--- src/rtl/chunked_add_seq.sv ---
// Multi-cycle wide add/subtract that reuses one CHUNK-bit adder slice,
// least-significant chunk first, with the inter-chunk carry held in a register.
module chunked_add_seq #(
  parameter int WIDTH = 32,
  parameter int CHUNK = 8
) (
  input  logic             clk,
  input  logic             nreset,
  input  logic             in_valid,
  output logic             in_ready,
  input  logic [WIDTH-1:0] in_a,
  input  logic [WIDTH-1:0] in_b,
  input  logic             in_cin,
  input  logic             in_sub,
  output logic             out_valid,
  input  logic             out_ready,
  output logic [WIDTH-1:0] out_sum,
  output logic             out_cout,
  output logic             out_ovf,
  output logic             busy
);

  localparam int NCHUNK = WIDTH / CHUNK;
  localparam int KW     = (NCHUNK > 1) ? $clog2(NCHUNK) : 1;

  generate
    if ((WIDTH % CHUNK) != 0 || CHUNK < 1) begin : g_bad_params
      $error("chunked_add_seq: WIDTH must be a positive multiple of CHUNK");
    end
  endgenerate

  typedef enum logic [1:0] {IDLE, RUN, DONE} state_t;

  state_t           state_reg;
  logic [WIDTH-1:0] a_reg;
  logic [WIDTH-1:0] b_reg;
  logic [WIDTH-1:0] acc_reg;
  logic             carry_reg;
  logic [KW-1:0]    k_reg;
  logic [WIDTH-1:0] out_sum_reg;
  logic             out_cout_reg;
  logic             out_ovf_reg;
  logic             out_valid_reg;

  logic [CHUNK-1:0] a_chunks [NCHUNK];
  logic [CHUNK-1:0] b_chunks [NCHUNK];
  logic [CHUNK-1:0] chunk_sum;
  logic             chunk_cout;
  logic [WIDTH-1:0] acc_next;
  logic             last_chunk;
  logic             ovf_next;

  // Split the operands into chunks and splice the current slice result into
  // the accumulator so the final chunk can be committed on the same edge.
  generate
    for (genvar gi = 0; gi < NCHUNK; gi++) begin : g_chunk
      assign a_chunks[gi] = a_reg[gi*CHUNK +: CHUNK];
      assign b_chunks[gi] = b_reg[gi*CHUNK +: CHUNK];
      assign acc_next[gi*CHUNK +: CHUNK] =
        (k_reg == KW'(gi)) ? chunk_sum : acc_reg[gi*CHUNK +: CHUNK];
    end
  endgenerate

  assign {chunk_cout, chunk_sum} = {1'b0, a_chunks[k_reg]}
                                 + {1'b0, b_chunks[k_reg]}
                                 + {{CHUNK{1'b0}}, carry_reg};

  assign last_chunk = (k_reg == KW'(NCHUNK - 1));
  assign ovf_next   = (a_reg[WIDTH-1] == b_reg[WIDTH-1]) &&
                      (acc_next[WIDTH-1] != a_reg[WIDTH-1]);

  always_ff @(posedge clk or negedge nreset) begin
    if (!nreset) begin
      state_reg     <= IDLE;
      a_reg         <= '0;
      b_reg         <= '0;
      acc_reg       <= '0;
      carry_reg     <= 1'b0;
      k_reg         <= '0;
      out_sum_reg   <= '0;
      out_cout_reg  <= 1'b0;
      out_ovf_reg   <= 1'b0;
      out_valid_reg <= 1'b0;
    end else begin
      case (state_reg)
        IDLE: begin
          if (in_valid) begin
            a_reg     <= in_a;
            b_reg     <= in_sub ? ~in_b : in_b;
            carry_reg <= in_sub | in_cin;
            k_reg     <= '0;
            state_reg <= RUN;
          end
        end
        RUN: begin
          acc_reg   <= acc_next;
          carry_reg <= chunk_cout;
          k_reg     <= k_reg + KW'(1);
          if (last_chunk) begin
            out_sum_reg   <= acc_next;
            out_cout_reg  <= chunk_cout;
            out_ovf_reg   <= ovf_next;
            out_valid_reg <= 1'b1;
            k_reg         <= '0;
            state_reg     <= DONE;
          end
        end
        DONE: begin
          if (out_ready) begin
            out_valid_reg <= 1'b0;
            state_reg     <= IDLE;
          end
        end
        default: state_reg <= IDLE;
      endcase
    end
  end

  assign in_ready  = (state_reg == IDLE);
  assign busy      = (state_reg != IDLE);
  assign out_valid = out_valid_reg;
  assign out_sum   = out_sum_reg;
  assign out_cout  = out_cout_reg;
  assign out_ovf   = out_ovf_reg;

endmodule

--- config.mk ---
export PLATFORM = sky130hd
export DESIGN_NAME = chunked_add_seq
export DESIGN_NICKNAME = d
export VERILOG_FILES = /design/src/rtl/chunked_add_seq.sv
export SDC_FILE = /design/constraint.sdc
export NUM_CORES = 1
export LEC_CHECK = 0
export CAP_MARGIN = 20
export CORE_MARGIN = 1.5
export CORE_UTILIZATION = 45
export CTS_CLUSTER_SIZE = 10
export DETAILED_ROUTE_END_ITERATION = 10
export GPL_TIMING_DRIVEN = 0
export PLACE_DENSITY = 0.7
export REMOVE_ABC_BUFFERS = 1
export SLEW_MARGIN = 0
export SYNTH_ARGS = -nofsm -noshare
export SYNTH_HDL_FRONTEND = slang
export SYNTH_SLANG_ARGS = --single-unit
--- constraint.sdc ---
create_clock -name clk -period 3.9 [get_ports clk]
set_clock_uncertainty 0.05 [all_clocks]
set_input_delay 0.585 -clock clk [delete_from_list [all_inputs] [get_ports clk]]
set_output_delay 0.585 -clock clk [all_outputs]
set_load 0.02 [all_outputs]
# Word level (Yosys, flattened, before mapping)
# Cells that the tools add are included.
word_totals:
  regBits: 136
  input_bits: 70
  output_inout_bits: 37
  word_cells: 61
classes:
  add_sub_neg: 3
  order_cmp: 1
  n_eq_ne: 10
  muxes: 23
  bitwise_logic: 3
  reduce_logical: 11
op_table:
  columns: ["op", "count"]
  rows:
  - ["$mux 8", 8]
  - ["$bmux 8 s2", 2]
  - ["$mux 32", 1]
  - ["$not 32->32", 1]
  - ["$mux 2", 5]
  - ["$add 8x8->9", 1]
  - ["$add 9x1->9", 1]
  - ["$eq 2x2->1 const B", 3]
  - ["$ne 2x2->1 const B", 3]
  - ["$pmux 2 s3", 1]
  - ["$reduce_and 2->1", 3]
  - ["$reduce_and 3->1", 2]
  - ["$reduce_bool 2->1", 3]
  - ["$eq 2x1->1 const B", 2]
  - ["$logic_not 2->1", 2]
  - ["$pmux 1 s2", 2]
  - ["$pmux 2 s2", 1]
  - ["$ge 3x3->1 const B", 1]
  - ["$mux 1", 3]
  - ["$not 2->3", 1]
  - ["$add 2x1->2 const B", 1]
  - ["$eq 1x1->1", 1]
  - ["$logic_and 1x1->1", 1]
  - ["$ne 1x1->1", 1]
  - ["$or 1x1->1", 1]

# Logic depth before layout (Yosys ltp)
# Gate-level depths: netlist of run 1.
logic_depth:
  ltp_word: 9
  depth_mapped: 9
  ltp_nobuf: 8

# Worst setup path before layout of run 1
# No wires, ideal clock.
synth_timing:
  path_kind: "reg-to-reg"
  startpoint: "register k_reg[0]"
  endpoint: "register out_ovf_reg (netlist: out_ovf)"
  setup_ps: 69
  t_arrival_ps: 3051
  path_slack_ps: 730
  stages_incl_launch_ff: 10
  n_path_buf: 2
  period_less_slack_ps: 3170
  cell_sequence: "dfrtp_1 buf_2 buf_2 mux4_2 ha_1 a21oi_1 a21boi_0 a221o_1 or4_1 nand3_1"
synth_via:
  elab_chain_cells: 9
synth_rtl:
  columns: ["element", "line_no", "source"]
  rows:
  - ["from (decl)", "39", "logic [KW-1:0] k_reg;"]
  - ["from (signal assigned)", "98", "k_reg <= k_reg + KW'(1);"]
  - ["$not 2->3 (not written as such)", "64, 65", null]
  - ["$bmux 8 s2, on equally long branches", "64, 65", null]
  - ["$mux 8, on equally long branches (2 in series)", "64, 65", null]
  - ["$add 8x8->9", "65", "+ {1'b0, b_chunks[k_reg]}"]
  - ["$add 9x1->9", "66", "+ {{CHUNK{1'b0}}, carry_reg};"]
  - ["$mux 8", "60", "(k_reg == KW'(gi)) ? chunk_sum : acc_reg[gi*CHUNK +: CHUNK];"]
  - ["$ne 1x1->1", "70", "(acc_next[WIDTH-1] != a_reg[WIDTH-1]);"]
  - ["$logic_and 1x1->1", "69", "assign ovf_next = (a_reg[WIDTH-1] == b_reg[WIDTH-1]) &&"]
  - ["to (signal assigned)", "102", "out_ovf_reg <= ovf_next;"]
  - ["to (decl)", "42", "logic out_ovf_reg;"]
# Several ways; a longest one is shown, not always the timed one. The select of a mux whose other input is x is not followed.
# A chain may end at the register's enable or synchronous reset.

# Worst setup path in the final report of run 1
layout_timing:
  startpoint: "register k_reg[0]"
  endpoint: "register carry_reg"
layout_via:
  elab_chain_cells: 7
layout_rtl:
  columns: ["element", "line_no", "source"]
  rows:
  - ["$not 2->3 (not written as such) (*)", "64, 65", null]
  - ["$bmux 8 s2, on equally long branches", "64, 65", null]
  - ["$mux 8, on equally long branches (2 in series)", "64, 65", null]
  - ["$add 8x8->9 (*)", "65", null]
  - ["$add 9x1->9 (*)", "66", null]
  - ["$pmux 1 s2 (*)", "85", "case (state_reg)"]
  - ["to (signal assigned)", "90", "carry_reg <= in_sub | in_cin;"]
  - ["to (signal assigned)", "97", "carry_reg <= chunk_cout;"]
  - ["to (decl)", "38", "logic carry_reg;"]
# Every way passes the cells marked *; elsewhere a longest branch is shown, timed or not. The select of a mux whose other input is x is not followed.

==> results_dict.tcl, run 1 <==
set metrics [dict create \
    status "complete, no violations" \
    finalNetCount 771 \
    yosysSeqAreaShare_pct 53.5 \
    grt_pass1_wl_mm 21.4 \
    routed_wl_mm 12.9 \
    clock_latency_ns 0.42 \
    synth_top_area_share_pct 53.5 \
    clk_pin_slew_ns 0.06 \
    max_freq_ghz 0.278 \
    cp_cell_sequence "mux4_2 -> fa_1 -> fa_1 -> a211oi_1 -> nor2_1 -> o31a_1 -> o21ai_0 -> o2111ai_1" \
    busiest_layer "met2" \
    htreeDepth 4 \
    synth_area_leaders "dfrtp_1 (54%), nand2_1 (12%), o21ai_0 (7.4%), mux4_2 (6.0%), xnor2_1 (5.3%)" \
    n_antenna_cell 0 \
    synth.most_common_cell "nand2_1" \
    crit_top_cell "fa_1" \
    use_met3_pct 4.10 \
    power.leakage_uw 0.00349 \
    drtAntennaViolNets 0 \
    io_pins 107 \
    dpl-instance-area_mm2 0.00719 \
    rows 41 \
    drt-initial-drc-count 231 \
    dieWidth_um 118 \
    grt.total_usage_pct 19.4 \
    vdd.ir_drop.worst_mv 0.486 \
    worstPathRequired_ns 4.13 \
    critical_path_class "flip-flop to flip-flop" \
    cts_root_buf "clkbuf_16" \
    synthTopCellsByCount "nand2_1 (196), dfrtp_1 (128), o21ai_0 (88)" \
    routabilityCongestion 0.795 \
    synth_top_cell_by_area "dfrtp_1" \
    cp_max_fo 13 \
    grt_max_degree 100 \
    ys_seq_elements 128 \
    synth-edff-count 0 \
    cts.sinks 128 \
    first_global_vias 4375 \
    drive_above_1_share_pct 8.84 \
    overflow 0 \
    endpoint_kind "flip-flop" \
    period_needed_ns 3.59 \
    holdBufCountCts 0 \
    cap_violations 0 \
    drc_errors 0 \
    syn_area_mm2 0.00598 \
    clk_path_buf_depth 2 \
    hold_viol 0 \
    pwr_density_cell_mw_per_mm2 1010 \
    critPathLaunchType "flip-flop" \
    via_per_inst 5.05 \
    setup_tns_ns 0 \
    cts_tree "done" \
    initial_utilization_pct 46.9 \
    io_buffers 106 \
    syn_inst 598 \
    post_cts_resized 0 \
    maxSlewHeadroom_pct 38.0 \
    dr_total_vias 4410 \
    syn_avg_cell_area_um2 10.0 \
    dp_hpwl_mm 8.81 \
    die-area_mm2 0.0140 \
    use_met1_pct 25.7 \
    rsz0062_at_grt "no" \
    wl_per_cell_um 14.7 \
    hold_class "primary input to asynchronous set/reset pin" \
    crit_slowest_cell "dfrtp_1" \
    die_h_um 118 \
    synth_flop_cell "dfrtp_1" \
    postLayoutCellArea_mm2 0.00783 \
    core_area_mm2 0.0128 \
    synth_cell_types 35 \
    grt_antenna_before_repair 0 \
    crit_path_max_incr_delay_ns 0.82 \
    firstDrtPassIters 4 \
    ys_warn_count 0 \
    grtUsageMet2_pct 31.6 \
    post-route-period-util_pct 92.1 \
    syn2layout_area_growth_pct 30.9 \
    cts_setup_buffers 0 \
    worst_slew_pin_slew_ns 0.927 \
    setup_viol 0 \
    drv_slew 0 \
    cp.arrival_ns 3.82 \
    async_flop_share_pct 100 \
    cts_buffers 17 \
]
## metal layers
metal,share of wire [%],vias to the layer above
met3,3.3,15
met1,48,2123
met2,48,94
met5,0,-
met4,1.1,0
li1,-,2178
## path summary, 6_finish.rpt
check / startpoint / endpoint / slack (ns) / depth (start not counted)
worst max register to register: k_reg[0]$_DFFE_PN0P_ / carry_reg$_DFFE_PN0P_ / 0.31 / 8
min in group clk: a_reg[22]$_DFFE_PN0P_ / a_reg[22]$_DFFE_PN0P_ / 0.42 / 2
worst min-delay path: nreset / out_sum[17]$_DFFE_PN0P_ / 0.08 / 1
max in group asynchronous: nreset / a_reg[13]$_DFFE_PN0P_ / 3.00 / 2
worst max-delay path: k_reg[0]$_DFFE_PN0P_ / carry_reg$_DFFE_PN0P_ / 0.31 / 8
worst min register to register: a_reg[22]$_DFFE_PN0P_ / a_reg[22]$_DFFE_PN0P_ / 0.42 / 2
## layout by cell type, fill, tap and decap left out, types with 2 or more instances in the layout
cell	instances
nand2_1	194
dfrtp_1	128
clkdlybuf4s50_1	104
o21ai_0	88
xnor2_1	36
clkbuf_16	17
mux4_2	16
mux2i_1	15
a21oi_1	14
ha_1	11
nor2_1	7
inv_1	7
mux2_2	6
clkinvlp_4	5
bufinv_16	5
o21a_1	4
a21o_1	3
xor2_1	3
nand3_1	3
nor3b_1	3
a211oi_1	2
and2_1	2
o31ai_1	2
fa_1	2
clkinv_2	2
clkinv_4	2
buf_16	2
## stage by stage
step | std cells | setup WS (ns) | power (uW) | hold slack [ns] | utilization, %
floorplan | 560 | 0.433 | 4900 | 0.239 | -
global placement | 838 | -2.54 | 5990 | 0.405 | 55.7
detailed placement | 841 | 0.279 | 6180 | 0.409 | 56.3
CTS | 873 | 0.285 | 7940 | 0.101 | 61.3
global route | 873 | 0.00445 | 8510 | 0.119 | 61.3
finish | 873 | 0.308 | 7910 | 0.0813 | 61.3
## worst max-delay path, delay by kind of cell (launching register included)
family | cells | cell delay, ns
flops | 1 | 0.82
mux | 1 | 0.61
compound gates | 4 | 0.90
fa+ha+maj | 2 | 0.95
simple gates | 1 | 0.10
## layout make-up
class	count	area (um^2)
inverters	7	26.3
clock buffers	18	429
clock inverters	14	215
well taps	172	215
repair buffers	109	1130
fillers	1055	4940
multi-input cells	425	2620
flip-flops and latches	128	3200
## where the power goes
group / leakage [uW] / total, uW / internal, uW / switching, uW
clock network: 0.000298 / 1720 / 1130 / 585
registers: 0.00159 / 2350 / 1960 / 393
logic: 0.00160 / 3840 / 1630 / 2210
## kinds of logic after synthesis
logic type	count (synthesis)	share of synthesized area, %
DFF	128	53.5
muxes	37	9.66
AOI/OAI and AO/OA	121	11.2
xor gates and xnor gates	39	5.71
and+or+nand+nor	215	14.0
buffers and inverters	45	2.93
adders and majority gates	13	2.97
(Power assumes the default switching activity.)
==> run 2: changes to the inputs <==
--- a/config.mk
+++ b/config.mk
@@ -5,7 +5,7 @@
 export SDC_FILE = /design/constraint.sdc
 export NUM_CORES = 1
 export LEC_CHECK = 0
-export CAP_MARGIN = 20
+export CAP_MARGIN = 10
 export CORE_MARGIN = 1.5
 export CORE_UTILIZATION = 45
 export CTS_CLUSTER_SIZE = 10
==> run 2 against run 1 <==
Combinational power shrank 1%. Via count is 1.2% lower. Total power is 1.8% lower. First-iteration DRC count grew 4.8%. Worst hold slack improved by 0.0084 ns. Final cell count fell by 0.23%. Design area is 0.69% lower. Clock power shrank 7%. Global-route usage is 0.22 points lower. Largest power group unchanged.
==> results_dict.tcl, run 2 (synthesized netlist as in run 1, its figures left out) <==
set metrics [dict create \
    status "complete, no violations" \
    cts_root_buf "clkbuf_16" \
    ff2ff_setup_slack_ns 0.30 \
    die-area_mm2 0.0140 \
    overflow 0 \
    drive_above_1_share_pct 8.87 \
    dr_total_vias 4359 \
    die_h_um 118 \
    cts.sinks 128 \
    setup_viol 0 \
    drtAntennaViolNets 0 \
    drv_slew 0 \
    critical_path_class "flip-flop to flip-flop" \
    initial_utilization_pct 46.9 \
    grt.total_usage_pct 19.1 \
    cts_setup_buffers 0 \
    grt_pass1_wl_mm 21.2 \
    syn2layout_area_growth_pct 30.0 \
    core_area_mm2 0.0128 \
    n_antenna_cell 0 \
    dieWidth_um 118 \
    r2r_start "k_reg[0]$_DFFE_PN0P_" \
    cts_tree "done" \
    dp_hpwl_mm 8.55 \
    worstPathRequired_ns 4.13 \
    clock_latency_ns 0.41 \
    cp_max_fo 21 \
    mostFrequentLayoutCell "nand2_1" \
    ff_latch_area_mm2 0.00320 \
    io_buffers 106 \
    timing.final.ws_setup_ns 0.299 \
    fin_util_pct 60.9 \
    firstDrtPassIters 4 \
    routabilityCongestion 0.795 \
    post_cts_resized 1 \
    maxSlewHeadroom_pct 37.2 \
    clk_pin_slew_ns 0.06 \
    place_ws_ns -0.114 \
    period_needed_ns 3.60 \
    max_freq_ghz 0.278 \
    whs_ns 0.0897 \
    wl_per_cell_um 14.6 \
    reg2reg_to "carry_reg$_DFFE_PN0P_" \
    multi_input_area_mm2 0.00262 \
    layout_common_cells "nand2_1 (194), dfrtp_1 (127), clkdlybuf4s50_1 (104), o21ai_0 (88), xnor2_1 (36)" \
    vdd.ir_drop.worst_mv 0.452 \
    hold_viol 0 \
    drc_errors 0 \
    cp.arrival_ns 3.83 \
    via_per_inst 5.00 \
    cts_buffers 17 \
    worst_slew_pin_slew_ns 0.938 \
    holdBufCountCts 0 \
    cap_violations 0 \
    nFillCells 1039 \
    finalNetCount 770 \
    post-route-period-util_pct 92.3 \
    pwr_density_cell_mw_per_mm2 998 \
    clk_path_buf_depth 2 \
    grt_max_degree 100 \
    reg2regPathDepth 8 \
    endpoint_kind "flip-flop" \
    rsz0062_at_grt "no" \
    grt_antenna_before_repair 0 \
    io_pins 107 \
    first_global_vias 4310 \
    hold_class "primary input to asynchronous set/reset pin" \
    drt-initial-drc-count 242 \
    routed_wl_mm 12.7 \
    htreeDepth 4 \
    power.leakage_uw 0.00348 \
    critPathLaunchType "flip-flop" \
    rows 41 \
]
-- run 2: changes by cell type in the layout (fill, tap and decap cells not counted) --
| cell | before | now |
|---|---|---|
| dfrtp_2 | 0 | 1 |
| clkbuf_1 | 1 | 0 |
| buf_8 | 1 | 0 |
| bufinv_16 | 5 | 3 |
| dfrtp_1 | 128 | 127 |
| clkinvlp_4 | 5 | 3 |
| clkbuf_8 | 0 | 3 |
| clkinv_2 | 2 | 5 |
| clkinv_4 | 2 | 0 |
-- run 2: where the power goes --
part | internal (uW) | total, uW | switching [uW]
Clock | 1040 | 1600 | 559
Combinational | 1620 | 3790 | 2160
Sequential | 1960 | 2370 | 416
Total | 4620 | 7760 | 3140
-- run 2: worst max-delay path by stage --
stage / from / end / cells past startpoint
6_report: k_reg[0]$_DFFE_PN0P_ / carry_reg$_DFFE_PN0P_ / 8
5_1_grt: k_reg[0]$_DFFE_PN0P_ / carry_reg$_DFFE_PN0P_ / 8
2_1_floorplan: k_reg[0]$_DFFE_PN0P_ / carry_reg$_DFFE_PN0P_ / 8
3_5_place_dp: k_reg[0]$_DFFE_PN0P_ / carry_reg$_DFFE_PN0P_ / 8
3_3_place_gp: nreset / b_reg[21]$_DFFE_PN0P_ / 1
4_1_cts: k_reg[0]$_DFFE_PN0P_ / carry_reg$_DFFE_PN0P_ / 8
-- run 2: critical path, cell delays in order, from the launching register on --
cell and delay [ns]:
dfrtp_2 0.81, mux4_2 0.63, fa_1 0.49, fa_1 0.46
a211oi_1 0.26, nor2_1 0.10, o31a_1 0.25, o21ai_0 0.27
o2111ai_1 0.14
-- run 2: routing by layer --
metal	GRT usage [%]	part of all wire, %	wire length (um)
met2	30.6	47	5980
met3	4.63	4.7	594
met1	25.8	47	5990
met4	5.95	0.92	117
met5	0	0	0
-- run 2: through the flow --
step           area, um^2  power (uW)  instances  TNS (ns)
5_1_grt              7780        8350        871         0
3_5_place_dp         7150        6140        839    -0.896
2_1_floorplan        5840        4900        560         0
3_3_place_gp         7110        5990        838   -324.11
6_report             7780        7760        871         0
4_1_cts              7750        7780        870         0
-- run 2: final cells by class --
| class | instances | share of cell area [%] |
|---|---|---|
| Sequential cell | 128 | 41.2 |
| Multi-Input combinational cell | 425 | 33.6 |
| Timing Repair Buffer | 108 | 14.3 |
| Clock buffer | 20 | 6.00 |
| Tap cell | 172 | 2.77 |
| Clock inverter | 11 | 1.77 |
| Inverter | 7 | 0.338 |
